===== src/rtl/mult_pkg.sv =====
// Shared definitions for the multiplier family: FSM state encoding and product width.
// Latency: none (package only).
// Backpressure: not applicable.
package mult_pkg;

    localparam logic [1:0] IDLE    = 2'd0;
    localparam logic [1:0] ACCUM   = 2'd1;
    localparam logic [1:0] RESOLVE = 2'd2;
    localparam logic [1:0] DONE    = 2'd3;

    typedef enum logic [1:0] {
        ST_IDLE    = IDLE,
        ST_ACCUM   = ACCUM,
        ST_RESOLVE = RESOLVE,
        ST_DONE    = DONE
    } state_t;

    // Full-precision product width for a given operand width.
    function automatic int PROD_W(input int width);
        return 2 * width;
    endfunction

endpackage


===== src/rtl/FA.sv =====
// Single-bit full adder: three equally weighted inputs to sum and carry.
// Latency: combinational.
// Backpressure: not applicable.
module FA (
    input  logic x,
    input  logic y,
    input  logic z,
    output logic s,
    output logic c
);

    assign s = x ^ y ^ z;
    assign c = (x & y) | (x & z) | (y & z);

endmodule


===== src/rtl/csa_row.sv =====
// One 3:2 carry-save compressor row of N full adders; no carry propagation.
// Latency: combinational.
// Backpressure: not applicable.
module csa_row #(
    parameter int N = 16
) (
    input  logic [N-1:0] x,
    input  logic [N-1:0] y,
    input  logic [N-1:0] z,
    output logic [N-1:0] sum,
    output logic [N-1:0] carry
);

    // carry[i] carries weight 2^(i+1); the consumer shifts it left by one.
    for (genvar i = 0; i < N; i++) begin : g_fa
        FA u_fa (
            .x (x[i]),
            .y (y[i]),
            .z (z[i]),
            .s (sum[i]),
            .c (carry[i])
        );
    end

endmodule


===== src/rtl/csa_seq_multiplier.sv =====
// Iterative signed/unsigned multiplier: one partial-product row per clock into a carry-save pair.
// Latency: WIDTH+1 cycles from operand accept to out_valid; one product per WIDTH+3 cycles at best.
// Backpressure: product held in DONE until out_ready; in_ready is low everywhere except IDLE.
module csa_seq_multiplier
    import mult_pkg::*;
#(
    parameter int WIDTH = 8
) (
    input  logic                 clk,
    input  logic                 rst_n,
    input  logic                 in_valid,
    output logic                 in_ready,
    input  logic [WIDTH-1:0]     a,
    input  logic [WIDTH-1:0]     b,
    input  logic                 signed_mode,
    output logic                 out_valid,
    input  logic                 out_ready,
    output logic [2*WIDTH-1:0]   product,
    output logic                 busy
);

    localparam int PW    = PROD_W(WIDTH);
    localparam int ROW_W = (WIDTH > 1) ? $clog2(WIDTH) : 1;
    localparam logic [ROW_W-1:0] LAST_ROW = ROW_W'(WIDTH - 1);

    state_t            state;
    state_t            state_nxt;

    logic [WIDTH-1:0]  a_mag;
    logic [WIDTH-1:0]  b_mag;
    logic              neg;
    logic [PW-1:0]     sum_q;
    logic [PW-1:0]     carry_q;
    logic [ROW_W-1:0]  row;

    logic [WIDTH-1:0]  a_abs_in;
    logic [WIDTH-1:0]  b_abs_in;
    logic [PW-1:0]     pp;
    logic [PW-1:0]     carry_sh;
    logic [PW-1:0]     csa_sum;
    logic [PW-1:0]     csa_carry;
    logic [PW-1:0]     mag;

    // Magnitudes at capture; the most-negative value negates to 2^(WIDTH-1), which still fits unsigned.
    assign a_abs_in = (signed_mode && a[WIDTH-1]) ? -a : a;
    assign b_abs_in = (signed_mode && b[WIDTH-1]) ? -b : b;

    // Current partial-product row, aligned to its weight.
    assign pp       = b_mag[row] ? (PW'(a_mag) << row) : '0;
    assign carry_sh = carry_q << 1;

    csa_row #(
        .N (PW)
    ) u_csa_row (
        .x     (sum_q),
        .y     (carry_sh),
        .z     (pp),
        .sum   (csa_sum),
        .carry (csa_carry)
    );

    // Final carry-propagate add; the true magnitude always fits in PW bits.
    assign mag = sum_q + carry_sh;

    // Outputs decode from the registered state only.
    assign in_ready  = (state == ST_IDLE);
    assign out_valid = (state == ST_DONE);
    assign busy      = (state != ST_IDLE);

    // State register.
    always_ff @(posedge clk or negedge rst_n) begin
        if (!rst_n) begin
            state <= ST_IDLE;
        end else begin
            state <= state_nxt;
        end
    end

    // Next-state logic.
    always_comb begin
        state_nxt = state;
        case (state)
            ST_IDLE:    if (in_valid)        state_nxt = ST_ACCUM;
            ST_ACCUM:   if (row == LAST_ROW) state_nxt = ST_RESOLVE;
            ST_RESOLVE:                      state_nxt = ST_DONE;
            ST_DONE:    if (out_ready)       state_nxt = ST_IDLE;
            default:                         state_nxt = ST_IDLE;
        endcase
    end

    // Datapath: capture operands, accumulate rows in carry-save form, resolve and sign-correct.
    always_ff @(posedge clk or negedge rst_n) begin
        if (!rst_n) begin
            a_mag   <= '0;
            b_mag   <= '0;
            neg     <= 1'b0;
            sum_q   <= '0;
            carry_q <= '0;
            row     <= '0;
            product <= '0;
        end else begin
            case (state)
                ST_IDLE: begin
                    if (in_valid) begin
                        a_mag   <= a_abs_in;
                        b_mag   <= b_abs_in;
                        neg     <= signed_mode & (a[WIDTH-1] ^ b[WIDTH-1]);
                        sum_q   <= '0;
                        carry_q <= '0;
                        row     <= '0;
                    end
                end
                ST_ACCUM: begin
                    sum_q   <= csa_sum;
                    carry_q <= csa_carry;
                    row     <= row + ROW_W'(1);
                end
                ST_RESOLVE: begin
                    product <= neg ? -mag : mag;
                end
                default: ;
            endcase
        end
    end

endmodule


===== config.mk =====
export PLATFORM = sky130hd
export DESIGN_NAME = csa_seq_multiplier
export DESIGN_NICKNAME = d
export VERILOG_FILES = /design/src/rtl/mult_pkg.sv /design/src/rtl/FA.sv /design/src/rtl/csa_row.sv /design/src/rtl/csa_seq_multiplier.sv
export SDC_FILE = /design/constraint.sdc
export NUM_CORES = 1
export LEC_CHECK = 0
export BUFFER_PORTS_ARGS = -buffer_cell sky130_fd_sc_hd__buf_2
export CAP_MARGIN = 20
export CORE_MARGIN = 5
export CORE_UTILIZATION = 35
export DETAILED_ROUTE_END_ITERATION = 8
export GPL_ROUTABILITY_DRIVEN = 0
export PLACE_DENSITY = 0.59
export RECOVER_POWER = 100
export SLEW_MARGIN = 10
export SYNTH_ARGS = -nofsm -noshare
export SYNTH_HDL_FRONTEND = slang
export SYNTH_HIERARCHICAL = 1
export SYNTH_SLANG_ARGS = --single-unit

===== constraint.sdc =====
create_clock -name clk -period 3 [get_ports clk]
set_input_delay 0.15 -clock clk [delete_from_list [all_inputs] [get_ports clk]]
set_output_delay 0.15 -clock clk [all_outputs]
set_load 0.03 [all_outputs]

-- Word-level counts from Yosys, hierarchy flattened
Cells that the tools add are included.
- order comparisons: 1
- $add $sub $neg: 5
- mux-type cells: 15
- bitwise gates (word level): 104
- eq/ne operators: 7
- shift operators: 1
- reductions and logical operators: 8
- operator list (cell ; number):
    two-way mux 16 bit ; 3
    bitwise AND 1 bit ; 44
    one-hot mux 16 bit (2 select lines) ; 1
    bitwise XOR 1 bit ; 32
    one-hot mux 15 bit (2 select lines) ; 1
    OR 1 bit ; 28
    adder 16 bit ; 1
    two-way mux 8 bit ; 2
    negation 16 bit ; 1
    negation 8 bit ; 2
    << shifter 8 x 3 -> 16 bit ; 1
    one-hot mux 2 bit (4 select lines) ; 1
    two-way mux 2 bit ; 3
    one-hot mux 3 bit (2 select lines) ; 1
    == test 2 bit (second input constant) ; 2
    less-than comparator 3 x 4 -> 1 bit (second input constant) ; 1
    inequality test 2 bit (second input constant) ; 2
    AND reduction 2 bit ; 2
    nonzero test 2 bit ; 2
    adder 3 x 1 -> 3 bit (second input constant) ; 1
    binary-select mux 1 bit (select 3 bit) ; 1
    == test 3 bit (second input constant) ; 1
    two-way mux 3 bit ; 1
    AND reduction 3 bit ; 1
    5 further kinds ; 6
- input port bits: 21
- bits in registers: 69

-- Longest topological paths before layout
Gate-level depths: netlist of run 1.
- depth after elaboration: 7
- gate-level depth with buffers: 10
- gate-level depth less buffers: 10

-- Cells and area by module
The synthesis of run 1 kept the hierarchy.
- modules (own cells, without submodules) (module ; instances ; seq. area each (sq um) ; area each (sq um) ; cells each):
    csa_seq_multiplier ; 1 ; 1726.7 ; 4354.2 ; 467
    FA ; 16 ; 0.0 ; 20.0 ; 1

-- Worst setup path before layout of run 1
OpenSTA, ideal clock, no wires.
- path kind: register to register
- start: reg sum_q[1]
- end: reg product[14]
- data required time: 2874 ps
- path slack: 140 ps
- period minus slack after synthesis: 2860 ps
- buffers on the path: 0
- stages on the path, launching flop included: 11
- data arrival time: 2734 ps
- path through: dfrtp_1 > ha_1 > fa_1 > a211oi_2 > o211ai_2 > nand4_1 > or3b_1 > a211o_1 > o41ai_1 > xnor2_1 > a21oi_1
- word-level cells in the longest chain between the ends: 3
- RTL lines (element ; line ; source):
    start, declared ; csa_seq_multiplier.sv:32 ; logic [PW-1:0] sum_q;
    start signal, assigned ; csa_seq_multiplier.sv:114 ; sum_q <= csa_sum;
    adder 16 bit (*) ; csa_seq_multiplier.sv:63 ; assign mag = sum_q + carry_sh;
    negation 16 bit ; csa_seq_multiplier.sv:119 ; product <= neg ? -mag : mag;
    two-way mux 16 bit (*) ; csa_seq_multiplier.sv:119 ;
    end signal, assigned ; csa_seq_multiplier.sv:119 ;
    end, declared ; csa_seq_multiplier.sv:18 ; output logic [2*WIDTH-1:0] product,
Mark *: on every way between the ends. The rest lies on a longest branch, timed or not.
A chain may end at the register's enable or synchronous reset.

-- Final worst setup path of run 1
- start: reg sum_q[1]
- end: reg product[15]
Same word-level chain as after synthesis.

==> results of run 1 <==
==> layer usage <==
| layer | wire [µm] | part of all wire, % |
|---|---|---|
| met4 | 125 | 1.2 |
| met3 | 398 | 3.9 |
| met1 | 4640 | 46 |
| met2 | 5010 | 49 |
| met5 | 0 | 0 |
==> critical path, stage by stage, from the launching register on <==
cell      delay [ps]
dfrtp_1          380
ha_2             210
fa_2             430
a211oi_4         290
o211ai_2         120
nand4_1          100
or3b_4           380
a211o_4          330
nor4_4           300
a2111o_1         180
nand3_1           70
==> cell usage in the layout (no fill, tap or decap), types with 3 or more instances in the layout <==
| master | instances |
|---|---|
| a211oi_1 | 3 |
| a21oi_1 | 34 |
| a22o_1 | 34 |
| and2_1 | 4 |
| and3_1 | 3 |
| buf_2 | 20 |
| buf_4 | 17 |
| bufinv_16 | 3 |
| clkbuf_1 | 20 |
| clkbuf_16 | 9 |
| dfrtp_1 | 69 |
| fa_1 | 16 |
| ha_1 | 20 |
| ha_2 | 3 |
| inv_1 | 19 |
| mux2_2 | 6 |
| mux2i_1 | 9 |
| nand2_1 | 43 |
| nand3_1 | 8 |
| nand4_1 | 4 |
| nor2_1 | 49 |
| nor2b_1 | 3 |
| nor3_1 | 8 |
| o21ai_0 | 26 |
| o21ai_1 | 5 |
| o31ai_1 | 4 |
| or3_1 | 5 |
| xnor2_1 | 16 |
| xor2_1 | 15 |
==> sequential cells by signal, summed over array words and instances, names as in the netlist <==
signal / cells
state: 2
product: 16
sum_q: 16
row: 3
b_mag: 8
a_mag: 8
neg: 1
carry_q: 15
==> power breakdown <==
part | leakage (µW) | switching (µW) | internal (µW)
Combinational | 0.00149 | 1810 | 1260
Sequential | 0.000892 | 323 | 1270
Clock | 0.000162 | 400 | 808
==> cell usage after synthesis (2+ instances only) <==
library cell	instances	area, µm²
buf_4	4	30.0
a31oi_1	2	12.5
and3_1	3	18.8
xor2_1	16	140
mux2i_1	9	90.1
inv_1	19	71.3
mux2_2	6	67.6
and2_1	4	25.0
dfrtp_1	69	1730
nand2b_1	2	12.5
a22o_1	34	298
nor2_1	49	184
nor2b_1	3	18.8
nor4_1	2	12.5
a211o_1	2	17.5
or2_1	2	12.5
a211oi_1	3	22.5
o21bai_1	2	15.0
ha_1	23	288
xnor2_1	16	140
a21o_1	2	15.0
or3_1	6	37.5
a2111o_1	2	22.5
o21ai_1	3	15.0
nor3_1	9	45.0
fa_1	17	340
a2111oi_0	3	26.3
o21ai_0	28	140
nor3b_1	2	15.0
nand4_1	4	25.0
mux4_2	2	45.0
nand2_1	43	161
o31ai_1	6	45.0
a21oi_1	34	170
nand3_1	8	40.0
clkbuf_1	19	71.3
==> per-stage QoR <==
stage / cell area, µm² / power, µW
2_1_floorplan: 4680 / 3730
4_1_cts: 5460 / 5740
5_1_grt: 5560 / 6350
3_3_place_gp: 5110 / 4390
3_5_place_dp: 5110 / 4480
6_report: 5560 / 5880
==> layout make-up <==
type,count,area (µm²)
Fill cell,1303,7630
Multi-Input combinational cell,372,2900
Sequential cell,69,1730
Timing Repair Buffer,58,308
Clock buffer,9,225
Tap cell,176,220
Clock inverter,6,111
Inverter,19,71.3
==> cell families after synthesis <==
logic type               share of synthesized area, %
AND/OR/NAND/NOR                                  15.0
AO/OA/AOI/OAI                                    19.6
flip-flops                                       36.9
buffers and inverters                            3.80
adder cells (fa/ha/maj)                          13.4
XOR/XNOR                                         6.83
multiplexers                                     4.34
other                                          0.0802
==> worst paths after layout <==
path	endpoint	depth (start not counted)
max in group asynchronous	product[13]	2
worst min register to register	b_mag[0]	2
worst max register to register	product[15]	10
worst min-delay path	b_mag[7]	3
worst max-delay path	product[15]	10
min in group asynchronous	product[15]	2
==> what timing repair did <==
item,CTS,global route
setup buffers,0,3
gates resized for setup,2,22
setup endpoints to repair,2,6
gates cloned,0,0
pin swaps,1,3
endpoints found under the hold margin,0,0
==> metrics, run 1 <==
status=finished, violations left; failing checks=capacitance limit, slew limit; post-synth cell types=61; RSZ-0062 raised after global routing=true; #FFs+latches synth=69; Layout area overhead=19.0%; CTS tree=built; Cells after Synth=483; DIE AREA=15,800 µm²; # diodes=0; Period Utilization, post-route=97.5%; Final WS setup=75.5 ps; routed len/inst=14.4 µm; Finished Layout Cells=709; drt first pass iters=6; R2R setup slack=80 ps; worst setup path class=flip-flop to flip-flop; fmax=342 MHz; Post-Syn Area=4670 µm²; worst min-delay path startpoint=b[7]; Max clock buf depth=2; Die Ht=126 µm; worst hold-check path type=input pin to flip-flop; Peak VDD IR=0.499 mV; fraction of registers with async set/reset=100%; normalized max-slew margin=-16.1%; Clock transition at path regs=60 ps; H-tree depth=3; Seq/Total Area, Yosys=36.9%; first-pass GRT wire length=17.5 mm; core area=13,200 µm²; Cell Pwr Density=1060 nW/µm²; M1 GR Usage=17.1%; met3 Use GR=3.20%; Root Buffer=clkbuf_16; CP arrival=3130 ps; Initial DRC Count=182; setup tns final=0 ps; Setup Viol. Count Final=0; die width=126 µm; crit end category=flip-flop; measured slew at the worst slew-check pin=1740 ps; min cycle time layout=2920 ps; Clock Skew=6.04 ps; GR peak layer=met2; Avg Cell Area, Syn=9.68 µm²; Min Hold Slack=95.2 ps; Cell Rows=42; fin. max-slew vios=70; CP required=3210 ps; Inst Count DP=691; total CTS buffers=9; Synth Flop Type=dfrtp_1; DRC=0; Ys Warns=6; RR Startpoint=sum_q[1]; DP HPWL=7.60 mm; hold buffers post-CTS=0; initial antenna violation count=0; Leakage=0.00254 µW; largest net degree at the start of global routing=70; Worst-Skew Late Latency=330 ps; initial core utilization=35.4%; met2 Resource Use GR=22.4%; Critical Path Source=sum_q[1]; nets=590; final global-route overflow total=0; number of global-route vias before repair=3,693; post-route ant nets=0; crit path launch type=flip-flop; CP max FO=4; max-cap viol count=1; final WL=10.2 mm; EDFF count, synth=0; pre-CTS setup slack=-43.8 ps; total track usage=13.2%; I/O Buffers=39; final hold viol count=0; TritonCTS Sinks=69; Util after Layout=42.2%; via count=3,653; share of layout cells above drive strength 1=16.3%; Via density=5.15; IO Pins=40
Note: power is estimated with default switching activity, not from simulation.
==> run 2: changes to the inputs <==
- ABC_AREA: unset -> 1
- CORE_MARGIN: 5 -> 8
- CTS_CLUSTER_SIZE: unset -> 28
==> metrics, run 2 <==
status=finished, violations left (unchanged); failing checks=capacitance limit, slew limit (unchanged); largest net degree at the start of global routing=38 (was 70); CP required=3230 ps (was 3210 ps); min cycle time layout=2540 ps (was 2920 ps); Clock transition at path regs=60 ps (about the same); measured slew at the worst slew-check pin=2000 ps (was 1740 ps); Clock Skew=10.5 ps (was 6.04 ps); DP HPWL=8.42 mm (was 7.60 mm); number of global-route vias before repair=4,122 (was 3,693); Ys Warns=6 (unchanged); fraction of registers with async set/reset=100% (unchanged); Initial DRC Count=206 (was 182); Worst-Skew Late Latency=340 ps (was 330 ps); via count=4,264 (was 3,653); initial core utilization=35.9% (was 35.4%); max-cap viol count=1 (unchanged); nets=790 (was 590); share of layout cells above drive strength 1=8.46% (was 16.3%); initial antenna violation count=0 (unchanged); commonest non-fill, non-tap cell in the layout=nand2_1 (was dfrtp_1); Post-Syn Area=4990 µm² (was 4670 µm²); H-tree depth=3 (unchanged); Peak VDD IR=0.348 mV (was 0.499 mV); fin. max-slew vios=38 (was 70); synthesized-area fraction occupied by xor and xnor cells=4.04% (was 6.83%); final WL=10.9 mm (was 10.2 mm); die width=135 µm (was 126 µm); final global-route overflow total=0 (unchanged); worst setup path class=flip-flop to flip-flop (unchanged); mux cell area share after synthesis=0.401% (was 4.34%); IO Pins=40 (unchanged); crit-path max cell delay=510 ps (was 430 ps); Synth Flop Type=dfrtp_1 (unchanged); post-synth cell types=33 (was 61); total power=5230 µW (was 5880 µW); total CTS buffers=9 (unchanged); first-pass GRT wire length=19.0 mm (was 17.5 mm); Worst Path Buf+Inv=2 (was 0); I/O Buffers=39 (unchanged); CTS tree=built (unchanged); Adder-Cell Fraction of Synth Area=12.6% (was 13.4%); commonest non-fill, non-tap cells in the layout=nand2_1, inv_1, o21ai_0 (was dfrtp_1, nor2_1, nand2_1); DRC=0 (unchanged); CP arrival=2770 ps (was 3130 ps); delay-heaviest family, CP=simple AND/OR/NAND/NOR gates (was compound AO/OA/AOI/OAI gates); total track usage=12.7% (was 13.2%); Util after Layout=40.9% (was 42.2%); largest family of logic cells by synthesized area=simple AND/OR/NAND/NOR gates (was compound AO/OA/AOI/OAI gates); final hold viol count=0 (unchanged); Cells after Synth=689 (was 483); # diodes=0 (unchanged); #FFs+latches synth=69 (unchanged); EDFF count, synth=0 (unchanged); core area=13,900 µm² (was 13,200 µm²); Root Buffer=clkbuf_16 (unchanged); post-synth top area share=34.6% (was 36.9%); setup tns final=0 ps (unchanged); Cell Rows=43 (was 42); Post-synth top cells=nand2_1, inv_1, o21ai_0, dfrtp_1, nor2_1 (was dfrtp_1, nor2_1, nand2_1, a21oi_1, a22o_1); TritonCTS Sinks=69 (unchanged); RSZ-0062 raised after global routing=false (was true); normalized max-slew margin=-33.2% (was -16.1%); largest area contributor in the netlist=dfrtp_1 (unchanged); post-route ant nets=0 (unchanged); Die Ht=135 µm (was 126 µm); Worst path most repeated cell=nor2_1; CP max FO=3 (was 4); Avg Cell Area, Syn=7.24 µm² (was 9.68 µm²); Leakage=0.00289 µW (was 0.00254 µW); Via density=4.67 (was 5.15); Max clock buf depth=2 (unchanged); drt first pass iters=4 (was 6); Finished Layout Cells=913 (was 709); DIE AREA=18,300 µm² (was 15,800 µm²); crit end category=flip-flop (unchanged); Inst Count DP=897 (was 691); routed len/inst=12.0 µm (was 14.4 µm); crit path launch type=flip-flop (unchanged); Critical-path top delay cell=fa_1 (was fa_2); Min Hold Slack=97.9 ps (was 95.2 ps); Synth Area in Simple Gates=26.8% (was 15.0%); crit path cell chain=ha_1, fa_1, nor2_1, nand2_1, nor2_1, inv_1, nor2_1, inv_1, nor2_4, nand2_1, nor2_4, nor2_1, or2_1, nand3_1, nand2_1 (was ha_2, fa_2, a211oi_4, o211ai_2, nand4_1, or3b_4, a211o_4, nor4_4, a2111o_1, nand3_1); complex-gate fraction of the synthesized area=12.2% (was 19.6%); postcts setup bufs=0 (unchanged); fmax=394 MHz (was 342 MHz); Layout area overhead=13.7% (was 19.0%); Setup Viol. Count Final=0 (unchanged); ranking of synthesized cells by area=dfrtp_1, nand2_1, o21ai_0, inv_1, fa_1 (was dfrtp_1, fa_1, a22o_1, ha_1, nor2_1); Top Registers=product: 16 flops, sum_q: 16 flops, carry_q: 15 flops (unchanged); count leader, synth=nand2_1 (was dfrtp_1); Cell Pwr Density=922 nW/µm² (was 1060 nW/µm²); Period Utilization, post-route=84.7% (was 97.5%); worst hold-check path type=input pin to flip-flop (unchanged); Seq/Total Area, Yosys=34.6% (was 36.9%)
==> run 2: worst paths after layout <==
path	cells after the start	to	start	slack, ps
max	15	product[11]	sum_q[1]	460
min	3	b_mag[7]	b[7]	100
max reg2reg	15	product[11]	sum_q[1]	460
min reg2reg	2	product[7]	product[7]	480
max in group asynchronous	3	carry_q[1]	rst_n	720
min in group asynchronous	2	carry_q[14]	rst_n	910
==> run 2: cells by family (layout without fill, tap and decap cells) <==
group                    Yosys count  count (layout)
AND/OR/NAND/NOR                  314             314
multiplexers                       2               2
adder cells (fa/ha/maj)           40              40
other                              1               2
flip-flops                        69              69
XOR/XNOR                          23              23
buffers and inverters            123             166
AO/OA/AOI/OAI                    117             117
==> run 2: power by group <==
group          switching, µW  internal [µW]
registers                304           1240
clock network            406            744
logic                   1710            828
==> run 2: cell type report <==
class | count | area (µm²)
Sequential cell | 69 | 1730
Timing Repair Buffer | 46 | 214
Fill cell | 1496 | 8210
Inverter | 105 | 394
Clock buffer | 11 | 243
Multi-Input combinational cell | 498 | 2800
Clock inverter | 4 | 72.6
Tap cell | 180 | 225
==> run 2: worst reg2reg max path, cell delays in order, from the launching register on <==
cell     delay [ps]
dfrtp_1         400
ha_1            250
fa_1            510
nor2_1          120
nand2_1          70
nor2_1          100
inv_1            40
nor2_1          140
inv_1           100
nor2_4          100
nand2_1         100
nor2_4          110
nor2_1           60
or2_1           210
nand3_1          60
nand2_1          50
==> run 2: metrics by stage <==
stage	instance area, µm²	worst slack [ps]
floorplan	4990	707
global placement	5400	589
detailed placement	5400	574
CTS	5720	536
global route	5670	192
finish	5670	459
==> run 2: timing repair <==
item | CTS | global route
hold buffers | 1 | 0
resized for setup | 0 | 0
endpoints found under the hold margin | 35 | 0
==> run 2: metal layers <==
| layer | wire length (µm) | share of wire (%) | GRT usage (%) | up-vias |
|---|---|---|---|---|
| met5 | 0 | 0 | 0 | - |
| met4 | 174 | 1.6 | 4.50 | 0 |
| met3 | 468 | 4.3 | 2.97 | 14 |
| li1 | - | - | - | 2248 |
| met2 | 4770 | 44 | 20.4 | 70 |
| met1 | 5520 | 50 | 16.4 | 1932 |
==> run 3: changes to the inputs <==
- PLACE_DENSITY: 0.59 -> 0.57
- clock period: 3 -> 2.35 ns (I/O delays scaled with it)
==> metrics, run 3 (synthesis gave the netlist of run 2 again) <==
crit path launch type=flip-flop (unchanged); Stages on worst setup path=15 (unchanged); worst setup path class=flip-flop to flip-flop (unchanged); nets=807 (was 790); Max clock buf depth=2 (unchanged); crit-path max cell delay=420 ps (was 510 ps); Initial DRC Count=221 (was 206); Die Ht=135 µm (unchanged); CP arrival=2520 ps (was 2770 ps); drt first pass iters=4 (unchanged); delay-heaviest family, CP=simple AND/OR/NAND/NOR gates (unchanged); DR WL met3=248 µm (was 468 µm); Internal=4040 µW (was 2810 µW); status=finished, violations left (unchanged); placed inst area=5520 µm² (was 5400 µm²); DIE AREA=18,300 µm² (unchanged); switching share of power=44.3% (was 46.2%); via count=4,473 (was 4,264); Worst-Skew Late Latency=340 ps (about the same); share of layout cells above drive strength 1=14.2% (was 8.46%); crit path cell chain=ha_2, fa_2, nor2_1, nand2_1, nor2_1, inv_1, nor2_2, inv_2, nor2_4, nand2_2, nor2_4, nor2_2, or2_1, nand3_1, nand2_1 (was ha_1, fa_1, nor2_1, nand2_1, nor2_1, inv_1, nor2_1, inv_1, nor2_4, nand2_1, nor2_4, nor2_1, or2_1, nand3_1, nand2_1); Clock transition at path regs=60 ps (about the same); WHS Path Cells=3 (unchanged); Cell Pwr Density=1220 nW/µm² (was 922 nW/µm²); largest net degree at the start of global routing=70 (was 38); number of global-route vias before repair=4,564 (was 4,122); crit end category=flip-flop (unchanged); TritonCTS Sinks=69 (unchanged); die width=135 µm (unchanged); Critical R2R Capture=product[11] (unchanged); worst min-delay path startpoint=b[7] (unchanged); Layout area overhead=19.6% (was 13.7%); Hold EP=b_mag[7] (unchanged); sequential share of power=26.3% (was 29.5%); RR Startpoint=carry_q[0] (was sum_q[1]); Via density=4.80 (was 4.67); total power=7250 µW (was 5230 µW); Top Registers=product: 16 flops, sum_q: 16 flops, carry_q: 15 flops (unchanged); Setup Viol. Count Final=0 (unchanged); Critical-path top delay cell=fa_2 (was fa_1); failing checks=capacitance limit, slew limit (unchanged); min cycle time layout=2280 ps (was 2540 ps); Peak VDD IR=0.940 mV (was 0.348 mV); Worst Path Buf+Inv=2 (unchanged); fin area=5960 µm² (was 5670 µm²); Combinational Power Share=50.0% (was 48.5%); worst hold-check path type=input pin to flip-flop (unchanged); IO Pins=40 (unchanged); Clock Skew=4.92 ps (was 10.5 ps); highest metal used=met4 (unchanged); met1 WL=5.49 mm (was 5.52 mm); Period Utilization, post-route=97.2% (was 84.7%); Root Buffer=clkbuf_16 (unchanged); H-tree depth=3 (unchanged); CTS tree=built (unchanged); I/O Buffers=39 (unchanged); first-pass GRT wire length=20.5 mm (was 19.0 mm); fmax=438 MHz (was 394 MHz); final WL=11.7 mm (was 10.9 mm); commonest non-fill, non-tap cells in the layout=nand2_1, inv_1, o21ai_0 (unchanged); commonest non-fill, non-tap cell in the layout=nand2_1 (unchanged); max-cap viol count=1 (unchanged); final global-route overflow total=0 (unchanged); R2R setup slack=70 ps (was 460 ps); DP HPWL=8.86 mm (was 8.42 mm); final hold viol count=0 (unchanged); routed len/inst=12.5 µm (was 12.0 µm); # diodes=0 (unchanged); core area=13,900 µm² (unchanged); total track usage=13.7% (was 12.7%); post-route ant nets=0 (unchanged); Leakage=0.00300 µW (was 0.00289 µW); CP required=2580 ps (was 3230 ps); measured slew at the worst slew-check pin=1760 ps (was 2000 ps); Cell Rows=43 (unchanged); P_sw=3220 µW (was 2420 µW); total CTS buffers=9 (unchanged); initial antenna violation count=0 (unchanged); DRC=0 (unchanged); clock share of power=23.6% (was 22.0%); fin. max-slew vios=70 (was 38); RSZ-0062 raised after global routing=true (was false); normalized max-slew margin=-17.2% (was -33.2%); CP max FO=3 (unchanged); initial core utilization=35.9% (unchanged); Met2 Routed Length=5.74 mm (was 4.77 mm); r2r worst-path depth=15 (unchanged)
## run 3: changes by cell type in the layout (fill, tap and decap cells not counted), sizes merged
| cell | before | now |
|---|---|---|
| clkinvlp | 1 | 0 |
| clkinv | 1 | 2 |
| buf | 21 | 41 |
| bufinv | 2 | 4 |
| clkbuf | 35 | 31 |
## run 3: power by group through the flow
stage          sequential, µW  clock (µW)  combinational (µW)
2_1_floorplan            2020           0                2460
3_3_place_gp             1900           0                3500
3_5_place_dp             1920           0                3570
4_1_cts                  1900        1750                3600
5_1_grt                  1970        1790                4190
6_report                 1910        1710                3630
## run 3: worst max path at each step
stage | start | to
floorplan | sum_q[1] | product[11]
global placement | sum_q[1] | product[11]
detailed placement | sum_q[1] | product[11]
CTS | sum_q[1] | product[11]
global route | carry_q[0] | product[11]
finish | carry_q[0] | product[11]
## run 3: final cells by class
cell class | count | area [µm²]
Multi-Input combinational cell | 498 | 2900
Timing Repair Buffer | 63 | 349
Sequential cell | 69 | 1730
Clock inverter | 6 | 134
Clock buffer | 10 | 239
Inverter | 105 | 394
Tap cell | 180 | 225
Fill cell | 1483 | 7920
## run 3: what timing repair did
item                       CTS  global route
setup buffers                0             2
resized for setup            2            23
hold endpoints to repair    69             0
setup endpoints to repair    3            30
pin swaps                    2            10
hold buffers                 1             0
## run 3: metrics by stage
stage          instances  TNS (ps)  setup WS, ps  utilization (%)  hold slack, ps
2_1_floorplan        690         0          57.3                -            -178
3_3_place_gp         912         0          41.3             39.7             175
3_5_place_dp         912     -13.8         -9.24             39.7             178
4_1_cts              929         0          1.76             42.5            78.8
5_1_grt              931      -246         -86.8             43.0             111
6_report             931         0          65.8             43.0            80.5
## run 3: worst register-to-register path, cell delays in order (launching register included)
cell and delay [ps]:
dfrtp_1 390, ha_2 200, fa_2 420, nor2_1 100, nand2_1 70, nor2_1 90
inv_1 50, nor2_2 130, inv_2 70, nor2_4 80, nand2_2 70, nor2_4 130
nor2_2 50, or2_1 210, nand3_1 70, nand2_1 50
## run 3: layer usage
metal  global-route usage, %  vias to the layer above
li1                        -                     2286
met1                    16.3                     2120
met2                    24.0                       53
met3                    2.30                       14
met4                    5.49                        0
met5                       0                        -
